$ cat src/rtl/mips_pkg.sv
// mips_pkg: shared definitions for the MIPS core front end.
//   - XLEN / ILEN : address and instruction widths
//   - NOP_INSTR   : encoding loaded into IF/ID for a bubble
//   - fetch_state_e : fetch FSM states (IDLE, REQ, HOLD, DISCARD)
//   - pc_plus4()  : sequential PC step, 32-bit modulo
package mips_pkg;

  localparam int unsigned XLEN = 32;
  localparam int unsigned ILEN = 32;

  localparam logic [ILEN-1:0] NOP_INSTR = 32'h0000_0000;
  localparam logic [XLEN-1:0] PC_STEP   = 32'h0000_0004;

  typedef enum logic [1:0] {
    IDLE    = 2'd0,
    REQ     = 2'd1,
    HOLD    = 2'd2,
    DISCARD = 2'd3
  } fetch_state_e;

  // Wraps naturally: 32'hFFFF_FFFC + 4 = 0.
  function automatic logic [XLEN-1:0] pc_plus4(input logic [XLEN-1:0] pc);
    return pc + PC_STEP;
  endfunction

endpackage

$ cat src/rtl/if_id_reg.sv
// if_id_reg: IF/ID pipeline register.
// Ports:
//   clk, rst_n             : clock, async active-low reset
//   freeze_i               : hold all contents (highest priority)
//   flush_i                : load a bubble (NOP, PCplus4 kept, valid=0)
//   load_i                 : load instr_i / pcplus4_i with valid=1
//   instr_i, pcplus4_i     : data to load
//   instr_o, pcplus4_o, valid_o : registered contents
// Priority: freeze > flush > load > hold.
module if_id_reg
  import mips_pkg::*;
(
  input  logic            clk,
  input  logic            rst_n,
  input  logic            freeze_i,
  input  logic            flush_i,
  input  logic            load_i,
  input  logic [ILEN-1:0] instr_i,
  input  logic [XLEN-1:0] pcplus4_i,
  output logic [ILEN-1:0] instr_o,
  output logic [XLEN-1:0] pcplus4_o,
  output logic            valid_o
);

  logic [ILEN-1:0] instr_q,   instr_d;
  logic [XLEN-1:0] pcplus4_q, pcplus4_d;
  logic            valid_q,   valid_d;

  // Next-state selection for the pipeline register.
  always_comb begin
    instr_d   = instr_q;
    pcplus4_d = pcplus4_q;
    valid_d   = valid_q;
    if (freeze_i) begin
      instr_d   = instr_q;
      pcplus4_d = pcplus4_q;
      valid_d   = valid_q;
    end else if (flush_i) begin
      // Bubble keeps PCplus4 so downstream sees a stable address.
      instr_d   = NOP_INSTR;
      pcplus4_d = pcplus4_q;
      valid_d   = 1'b0;
    end else if (load_i) begin
      instr_d   = instr_i;
      pcplus4_d = pcplus4_i;
      valid_d   = 1'b1;
    end else begin
      instr_d   = instr_q;
      pcplus4_d = pcplus4_q;
      valid_d   = valid_q;
    end
  end

  // Pipeline register state.
  always_ff @(posedge clk or negedge rst_n) begin
    if (!rst_n) begin
      instr_q   <= NOP_INSTR;
      pcplus4_q <= 32'h0000_0000;
      valid_q   <= 1'b0;
    end else begin
      instr_q   <= instr_d;
      pcplus4_q <= pcplus4_d;
      valid_q   <= valid_d;
    end
  end

  assign instr_o   = instr_q;
  assign pcplus4_o = pcplus4_q;
  assign valid_o   = valid_q;

endmodule

$ cat src/rtl/fetch_stage.sv
// fetch_stage: instruction-fetch stage. Owns the PC, drives the instruction
// memory request handshake, buffers one response while IF/ID is frozen and
// drops wrong-path responses after an ID-stage redirect.
// Parameters:
//   RESET_PC      : PC after reset (word aligned)
// Ports:
//   clk, rst_n    : clock, async active-low reset
//   pc_freeze     : no new request may start
//   IF_ID_freeze  : IF/ID holds; also masks branch_taken
//   branch_taken, branch_target : ID-stage redirect
//   imem_req, imem_addr         : request (stable until imem_ready)
//   imem_ready, imem_rdata      : response
//   IF_ID_Instr, IF_ID_PCplus4, IF_ID_valid : IF/ID register
//   stall_cycles  : fetch-wait counter
// Build option: define FETCH_PERF_EN to implement the saturating wait-cycle
// counter; otherwise stall_cycles is tied to zero.
module fetch_stage
  import mips_pkg::*;
#(
  parameter logic [XLEN-1:0] RESET_PC = 32'h0000_0000
) (
  input  logic            clk,
  input  logic            rst_n,
  input  logic            pc_freeze,
  input  logic            IF_ID_freeze,
  input  logic            branch_taken,
  input  logic [XLEN-1:0] branch_target,
  output logic            imem_req,
  output logic [XLEN-1:0] imem_addr,
  input  logic            imem_ready,
  input  logic [ILEN-1:0] imem_rdata,
  output logic [ILEN-1:0] IF_ID_Instr,
  output logic [XLEN-1:0] IF_ID_PCplus4,
  output logic            IF_ID_valid,
  output logic [31:0]     stall_cycles
);

  fetch_state_e    state_q, state_d;
  logic [XLEN-1:0] pc_q, pc_d;
  logic [XLEN-1:0] req_addr_q, req_addr_d;
  logic [ILEN-1:0] buf_instr_q, buf_instr_d;
  logic [XLEN-1:0] buf_pcp4_q, buf_pcp4_d;
  logic            imem_req_q;

  logic            redirect_s;
  logic            go_s;
  logic [XLEN-1:0] pc_plus4_s;
  logic            ifid_load_s;
  logic            ifid_flush_s;
  logic [ILEN-1:0] ifid_instr_s;
  logic [XLEN-1:0] ifid_pcp4_s;

  // A branch seen while IF/ID is frozen belongs to a stalled ID stage.
  assign redirect_s = branch_taken && !IF_ID_freeze;
  assign pc_plus4_s = pc_plus4(pc_q);

  // Fetch FSM next state, PC, request address, hold buffer and IF/ID controls.
  always_comb begin
    state_d      = state_q;
    pc_d         = pc_q;
    req_addr_d   = req_addr_q;
    buf_instr_d  = buf_instr_q;
    buf_pcp4_d   = buf_pcp4_q;
    ifid_load_s  = 1'b0;
    ifid_flush_s = 1'b0;
    ifid_instr_s = imem_rdata;
    ifid_pcp4_s  = pc_plus4_s;
    go_s         = 1'b0;

    case (state_q)
      IDLE: begin
        if (redirect_s) begin
          pc_d = branch_target;
        end else begin
          pc_d = pc_q;
        end
        go_s = 1'b1;
      end
      REQ: begin
        if (imem_ready) begin
          if (redirect_s) begin
            pc_d         = branch_target;
            ifid_flush_s = 1'b1;
            go_s         = 1'b1;
          end else if (IF_ID_freeze) begin
            buf_instr_d = imem_rdata;
            buf_pcp4_d  = pc_plus4_s;
            pc_d        = pc_plus4_s;
            state_d     = HOLD;
          end else begin
            ifid_load_s = 1'b1;
            pc_d        = pc_plus4_s;
            go_s        = 1'b1;
          end
        end else begin
          if (redirect_s) begin
            // Request must stay stable, so its data is marked dead instead.
            pc_d         = branch_target;
            ifid_flush_s = 1'b1;
            state_d      = DISCARD;
          end else begin
            state_d = REQ;
          end
        end
      end
      DISCARD: begin
        if (redirect_s) begin
          pc_d         = branch_target;
          ifid_flush_s = 1'b1;
        end else begin
          pc_d = pc_q;
        end
        if (imem_ready) begin
          go_s = 1'b1;
        end else begin
          state_d = DISCARD;
        end
      end
      HOLD: begin
        if (redirect_s) begin
          pc_d         = branch_target;
          ifid_flush_s = 1'b1;
          go_s         = 1'b1;
        end else if (!IF_ID_freeze) begin
          ifid_load_s  = 1'b1;
          ifid_instr_s = buf_instr_q;
          ifid_pcp4_s  = buf_pcp4_q;
          go_s         = 1'b1;
        end else begin
          state_d = HOLD;
        end
      end
      default: begin
        state_d = IDLE;
      end
    endcase

    // "Go": start the next request unless the hazard unit holds the PC.
    // Entering REQ always captures the PC value being written this edge.
    if (go_s) begin
      if (pc_freeze) begin
        state_d = IDLE;
      end else begin
        state_d    = REQ;
        req_addr_d = pc_d;
      end
    end else begin
      req_addr_d = req_addr_q;
    end
  end

  // FSM, PC, request address, hold buffer and registered request valid.
  always_ff @(posedge clk or negedge rst_n) begin
    if (!rst_n) begin
      state_q     <= IDLE;
      pc_q        <= RESET_PC;
      req_addr_q  <= RESET_PC;
      buf_instr_q <= NOP_INSTR;
      buf_pcp4_q  <= 32'h0000_0000;
      imem_req_q  <= 1'b0;
    end else begin
      state_q     <= state_d;
      pc_q        <= pc_d;
      req_addr_q  <= req_addr_d;
      buf_instr_q <= buf_instr_d;
      buf_pcp4_q  <= buf_pcp4_d;
      imem_req_q  <= (state_d == REQ) || (state_d == DISCARD);
    end
  end

  assign imem_req  = imem_req_q;
  assign imem_addr = req_addr_q;

  if_id_reg u_if_id_reg (
    .clk       (clk),
    .rst_n     (rst_n),
    .freeze_i  (IF_ID_freeze),
    .flush_i   (ifid_flush_s),
    .load_i    (ifid_load_s),
    .instr_i   (ifid_instr_s),
    .pcplus4_i (ifid_pcp4_s),
    .instr_o   (IF_ID_Instr),
    .pcplus4_o (IF_ID_PCplus4),
    .valid_o   (IF_ID_valid)
  );

`ifdef FETCH_PERF_EN
  logic [31:0] stall_cnt_q;

  // Saturating count of cycles spent waiting on the memory.
  always_ff @(posedge clk or negedge rst_n) begin
    if (!rst_n) begin
      stall_cnt_q <= 32'h0000_0000;
    end else if (imem_req_q && !imem_ready && (stall_cnt_q != 32'hFFFF_FFFF)) begin
      stall_cnt_q <= stall_cnt_q + 32'h0000_0001;
    end else begin
      stall_cnt_q <= stall_cnt_q;
    end
  end

  assign stall_cycles = stall_cnt_q;
`else
  assign stall_cycles = 32'h0000_0000;
`endif

endmodule

$ cat config.mk
export PLATFORM = sky130hd
export DESIGN_NAME = fetch_stage
export DESIGN_NICKNAME = d
export VERILOG_FILES = /design/src/rtl/mips_pkg.sv /design/src/rtl/if_id_reg.sv /design/src/rtl/fetch_stage.sv
export SDC_FILE = /design/constraint.sdc
export NUM_CORES = 1
export LEC_CHECK = 0
export CORE_ASPECT_RATIO = 1.75
export CORE_MARGIN = 1.5
export CORE_UTILIZATION = 50
export CTS_CLUSTER_SIZE = 24
export DETAILED_ROUTE_END_ITERATION = 10
export DONT_BUFFER_PORTS = 1
export PLACE_DENSITY = 0.7
export SLEW_MARGIN = 0
export SYNTH_ARGS = -nofsm -noshare
export SYNTH_HDL_FRONTEND = slang
export SYNTH_SLANG_ARGS = --single-unit
$ cat constraint.sdc
create_clock -name clk -period 2.9 [get_ports clk]
set_clock_uncertainty 0.15 [all_clocks]
set_input_delay 0.145 -clock clk [delete_from_list [all_inputs] [get_ports clk]]
set_output_delay 0.145 -clock clk [all_outputs]
set_load 0.01 [all_outputs]
==> results.json, run 1 <==
{
  "outcome": "finished with violations",
  "violations": "negative hold slack",
  "synth_cell_types": 55,
  "p_switching_uw": 3590,
  "drc": 0,
  "worstSetupPathType": "flop to flop",
  "core_um2": 18100,
  "initial_utilization": 0.513,
  "power.share.clock": 0.228,
  "die_area_um2": 19500,
  "nets": 1043,
  "ir_drop_mv": 0.522,
  "leakagePower_uw": 0.00480,
  "grt_remaining_overflow": 0,
  "yosys-top-cells-area": "dfrtp_1 52%, mux2_2 5.8%, nand2_1 5.1%",
  "layout.cells.most_common": "dfrtp_1",
  "seqPwrFrac": 0.515,
  "rows": 65,
  "setup_viol": 0,
  "firstDrtPassIters": 5,
  "fill_cells": 1535,
  "cts_tree": "built",
  "cts_resized": 0,
  "finalHoldViolations": 195,
  "syn2layout_area_growth_pct": 15.5,
  "chipHeight_um": 183,
  "grt_pass1_vias": 6965,
  "cts_root_buf": "clkbuf_16",
  "synth_top_cell_by_area": "dfrtp_1",
  "synth.avg_cell_area_um2": 10.1,
  "p_per_area_nw_per_um2": 926,
  "p_sw_frac": 0.361,
  "setup_slack_ns": 0.190,
  "path_max_fanout": 6,
  "totalWireLength_mm": 21.7,
  "rsz0062_at_grt": "no",
  "wl_per_cell_um": 17.9,
  "htree_num_levels": 4,
  "via_count": 6751,
  "tightest_slew_ns": 0.604,
  "ctsHoldBuffers": 74,
  "final_antenna_net_count": 0,
  "hpwl_mm": 14.6,
  "max-cap-violations": 0,
  "whs_ns": -0.746,
  "p_int_uw": 6350,
  "setup_tns_ns": 0,
  "antenna_found_initial": 0,
  "min_period_ns": 2.71,
  "multi_input_area_um2": 4030,
  "cts_buffers": 17,
  "drive_gt1_frac": 0.124,
  "hold_class": "input pin to asynchronous set/reset pin",
  "cts_setup_buffers": 0,
  "clkTransAtPathRegs_ns": 0.07,
  "boundaryPins": 200,
  "port_buffers": 0,
  "synth_ff_type": "dfrtp_1",
  "arrival_ns": 2.88,
  "synth_top_area_share": 0.525,
  "period_share": 0.935,
  "grt_first_pass_wirelength_mm": 35.9,
  "reg2reg_slack_ns": 0.19,
  "insertion_delay_ns": 0.43,
  "dpl_worst_slack_ns": 0.358,
  "reg2reg_depth": 8,
  "vias_per_cell": 5.57,
  "grt_max_degree": 196,
  "ys_async_sr_fraction": 1.00,
  "drtIter0Drc": 448,
  "critPathLaunchType": "flop",
  "gp_congestion": 0.925,
  "slew_headroom": 0.596,
  "final_cell_mix": "195 x dfrtp_1, 125 x nand2_1, 84 x o21ai_0",
  "end_kind": "flop",
  "cts_max_path_buffers": 2,
  "comb_power_share": 0.257,
  "fmax_mhz": 369,
  "seq_area_um2": 4880,
  "grt.total_usage": 0.232,
  "antenna_cells": 0,
  "cp.required_ns": 3.07,
  "synth_cells": 917,
  "ys_seq_area_frac": 0.525,
  "clock-sinks": 195,
  "ys_seq_elements": 195,
  "syn_area_um2": 9300,
  "die_width_um": 106,
  "synth_edf_count": 0,
  "slew_viol_final": 0,
  "ys_warn_count": 0
}
-- worst min path at each step --
stage	end	slack (ns)	depth (start not counted)
final	imem_addr[4]$_DFFE_PN0P_	-0.75	0
after global routing	imem_addr[6]$_DFFE_PN0P_	-0.76	0
after CTS	imem_addr[4]$_DFFE_PN0P_	-0.76	0
after detailed placement	imem_addr[4]$_DFFE_PN0P_	-0.30	0
after global placement	imem_addr[4]$_DFFE_PN0P_	-0.30	0
after floorplan	asynchronous set/reset pin	-0.30	0
-- routing by layer --
metal | routed length [um] | global-route usage | share of wire
met1 | 8550 | 0.269 | 0.39
met2 | 11300 | 0.410 | 0.52
met3 | 1210 | 0.0494 | 0.056
met4 | 633 | 0.101 | 0.029
met5 | 0 | 0 | 0
-- flip-flops by register name, summed over array words and instances (netlist names), named ones only --
name	count
pc_q	32
imem_addr	32
u_if_id_reg.instr_o	32
buf_instr_q	32
u_if_id_reg.valid_o	1
u_if_id_reg.pcplus4_o	32
state_q	1
buf_pcp4_q	32
-- metrics by stage --
| stage | util | total power, uW | cell area (um^2) | hold slack (ns) | std cells |
|---|---|---|---|---|---|
| final | 0.592 | 9940 | 10700 | -0.746 | 1213 |
| after global routing | 0.592 | 10600 | 10700 | -0.760 | 1213 |
| after CTS | 0.592 | 10000 | 10700 | -0.755 | 1213 |
| after detailed placement | 0.520 | 7630 | 9440 | -0.298 | 1107 |
| after global placement | 0.520 | 7510 | 9440 | -0.296 | 1107 |
| after floorplan | - | 6840 | 9420 | -0.301 | 948 |
-- critical path, stage by stage (launching register included) --
cell and delay [ns]:
dfrtp_1 0.52, inv_1 0.13, ha_1 0.27, a21oi_1 0.24, o21ai_1 0.19, buf_4 0.19, a211oi_1 0.26, a21oi_1 0.07
dlygate4sd3_1 0.57
-- area by class of cell --
class | instances | share of cell area
multi-input cells | 651 | 0.375
clock buffers | 21 | 0.0429
inverters | 5 | 0.00175
well taps | 234 | 0.0273
flip-flops and latches | 195 | 0.454
repair buffers | 96 | 0.0890
clock inverters | 11 | 0.00978
-- cells by family after synthesis --
logic type	after synthesis	synth area share
AOI/OAI and AO/OA	183	0.112
and+or+nand+nor	297	0.154
xor gates and xnor gates	51	0.0480
muxes	81	0.0942
buffers and inverters	102	0.0575
DFF	195	0.525
adders and majority gates	7	0.00942
other	1	0.000403
-- synth_stat cells, types with 2 or more instances --
library cell and number:
buf_2 10, dfrtp_1 195, a21oi_1 45, o31ai_1 5, nor3_2 2, mux2_2 48
a211oi_1 5, nor3_1 17, xnor2_1 28, o21ai_0 84, nand4_1 18, o21ai_1 3
buf_1 5, ha_1 7, nor4_4 2, mux2i_1 32, a221o_1 2, inv_1 4
nor4_1 8, xor2_1 23, buf_6 2, buf_4 33, and3_1 14, and4_1 2
nand3_1 27, or3_1 2, o211ai_1 11, nor2_1 61, nand2_1 126, o22ai_1 9
a21o_1 7, nor4b_1 2, or4_1 2, and2_1 3, a31oi_1 6, clkbuf_1 47
nor4_2 2
-- power groups by stage --
stage               logic, uW  registers, uW  clock network (uW)
floorplan                2030           4820                   0
global placement         2380           5130                   0
detailed placement       2450           5180                   0
CTS                      2570           5130                2310
global route             2910           5280                2410
finish                   2560           5120                2270
Note: power is estimated with default switching activity, not from simulation.
==> run 2: changes to the inputs <==
==> constraint.sdc (replaced) <==
create_clock -name clk -period 2.9 [get_ports clk]
set_clock_uncertainty 0.15 [all_clocks]
set_input_delay 0.29 -clock clk [delete_from_list [all_inputs] [get_ports clk]]
set_output_delay 0.29 -clock clk [all_outputs]
set_load 0.01 [all_outputs]
==> run 2 against run 1 <==
Compared with the run above: register-to-register slack gained 0.06 ns; highest routed layer unchanged; core utilization shrank 0.47 points; non-clock buffer count shrank 8; clock power grew 4%; sequential power is essentially flat; via count grew 0.10%; the flow still finishes with violations (negative hold slack); power grew 0.40%.
==> results.json, run 2 (synthesis results as in run 1) <==
{
  "nets": 1035,
  "cts_resized": 0,
  "leakagePower_uw": 0.00478,
  "hpwl_mm": 14.8,
  "grt_max_degree": 196,
  "totalWireLength_mm": 21.6,
  "slew_viol_final": 0,
  "critPathLaunchType": "flop",
  "cts_tree": "built",
  "port_buffers": 0,
  "chipHeight_um": 183,
  "ctsHoldBuffers": 65,
  "period_share": 0.914,
  "max-cap-violations": 0,
  "clkTransAtPathRegs_ns": 0.07,
  "cts_setup_buffers": 0,
  "setup_tns_ns": 0,
  "drtIter0Drc": 412,
  "cts_root_buf": "clkbuf_16",
  "boundaryPins": 200,
  "grt_pass1_vias": 6870,
  "gp_congestion": 0.918,
  "violations": "negative hold slack",
  "startpoint": "pc_q[2]$_DFF_PN0_",
  "final_cell_mix": "195 x dfrtp_1, 125 x nand2_1, 84 x o21ai_0",
  "r2r-start": "pc_q[2]$_DFF_PN0_",
  "grt.busiest_layer": "met2",
  "final_antenna_net_count": 0,
  "rsz0062_at_grt": "no",
  "slew_headroom": 0.523,
  "die_area_um2": 19500,
  "rows": 65,
  "hold_class": "input pin to asynchronous set/reset pin",
  "insertion_delay_ns": 0.43,
  "end_kind": "flop",
  "syn2layout_area_growth_pct": 14.6,
  "grt_use_met1": 0.263,
  "htree_num_levels": 4,
  "seq_area_um2": 4880,
  "via_count": 6758,
  "clock-sinks": 195,
  "cts_max_path_buffers": 2,
  "grt_remaining_overflow": 0,
  "antenna_cells": 0,
  "die_width_um": 106,
  "p_per_area_nw_per_um2": 937,
  "grt.total_usage": 0.228,
  "drc": 0,
  "postPlaceCellArea_um2": 9420,
  "reg2reg_slack_ns": 0.25,
  "initial_utilization": 0.513,
  "arrival_ns": 2.82,
  "antenna_found_initial": 0,
  "grtUsageMet3": 0.0466,
  "ir_drop_mv": 0.471,
  "min_period_ns": 2.65,
  "path_max_fanout": 7,
  "core_um2": 18100,
  "finalHoldViolations": 195,
  "outcome": "finished with violations",
  "final_cell_area_um2": 10700,
  "wl_per_cell_um": 18.0,
  "fill_cells": 1536,
  "grt_use_met2": 0.406,
  "cp.required_ns": 3.06,
  "tightest_slew_ns": 0.716,
  "grt_first_pass_wirelength_mm": 35.0,
  "setup_viol": 0,
  "vias_per_cell": 5.61,
  "worstSetupPathType": "flop to flop",
  "layout.cells.most_common": "dfrtp_1",
  "drive_gt1_frac": 0.127,
  "firstDrtPassIters": 4,
  "whs_ns": -0.589,
  "multi_input_area_um2": 4030,
  "cts_buffers": 17,
  "fmax_mhz": 377
}
run 2: changes by cell type in the layout (fill, tap and decap cells not counted), sizes merged:
cell / change
dlygate4sd3: -9
clkinv: -5
inv: +5
clkbuf: -3
buf: +1
bufinv: +1
clkinvlp: +1
run 2: final timing paths:
kind,endpoint,depth (start not counted)
setup / recovery,imem_addr[18]$_DFFE_PN0P_,6
hold / removal,imem_addr[6]$_DFFE_PN0P_,0
setup reg to reg,imem_addr[18]$_DFFE_PN0P_,6
hold reg to reg,buf_pcp4_q[19]$_DFFE_PN0P_,2
max in group asynchronous,u_if_id_reg.instr_o[31]$_DFFE_PN0P_,0
min in group clk,u_if_id_reg.valid_o$_DFFE_PN0P_,2
run 2: final cells by class:
| class | count | share of cell area |
|---|---|---|
| sequential | 195 | 0.458 |
| multi-input combinational | 651 | 0.378 |
| timing repair buffer | 88 | 0.0796 |
| clock buffer | 18 | 0.0412 |
| tap | 234 | 0.0275 |
| clock inverter | 13 | 0.0140 |
| inverter | 5 | 0.00176 |
run 2: routing by layer:
layer,vias up,part of all wire
li1,3206,-
met1,3327,0.40
met2,199,0.53
met3,26,0.049
met4,0,0.024
met5,-,0
run 2: worst max-delay path, cell delays in order (launching register included):
cell and delay, ns:
dfrtp_1 0.53, ha_1 0.32, nand4_1 0.29, nor4_1 0.55, a21oi_1 0.14, a211o_1 0.30, mux2_2 0.26
run 2: power breakdown:
group / switching (uW) / internal, uW / leakage, uW
registers: 1200 / 3900 / 0.00238
clock network: 1060 / 1310 / 0.000286
logic: 1340 / 1170 / 0.00211
total: 3600 / 6380 / 0.00478
run 2: stage by stage:
| step | worst slack, ns | instances | total power (uW) | hold WS [ns] | utilization |
|---|---|---|---|---|---|
| final | 0.249 | 1204 | 9980 | -0.589 | 0.588 |
| after floorplan | 0.563 | 948 | 6840 | -0.156 | - |
| after CTS | 0.272 | 1204 | 10100 | -0.610 | 0.588 |
| after global placement | 0.379 | 1108 | 7480 | -0.152 | 0.519 |
| after detailed placement | 0.318 | 1108 | 7610 | -0.152 | 0.519 |
| after global routing | 0.0499 | 1204 | 10600 | -0.615 | 0.588 |
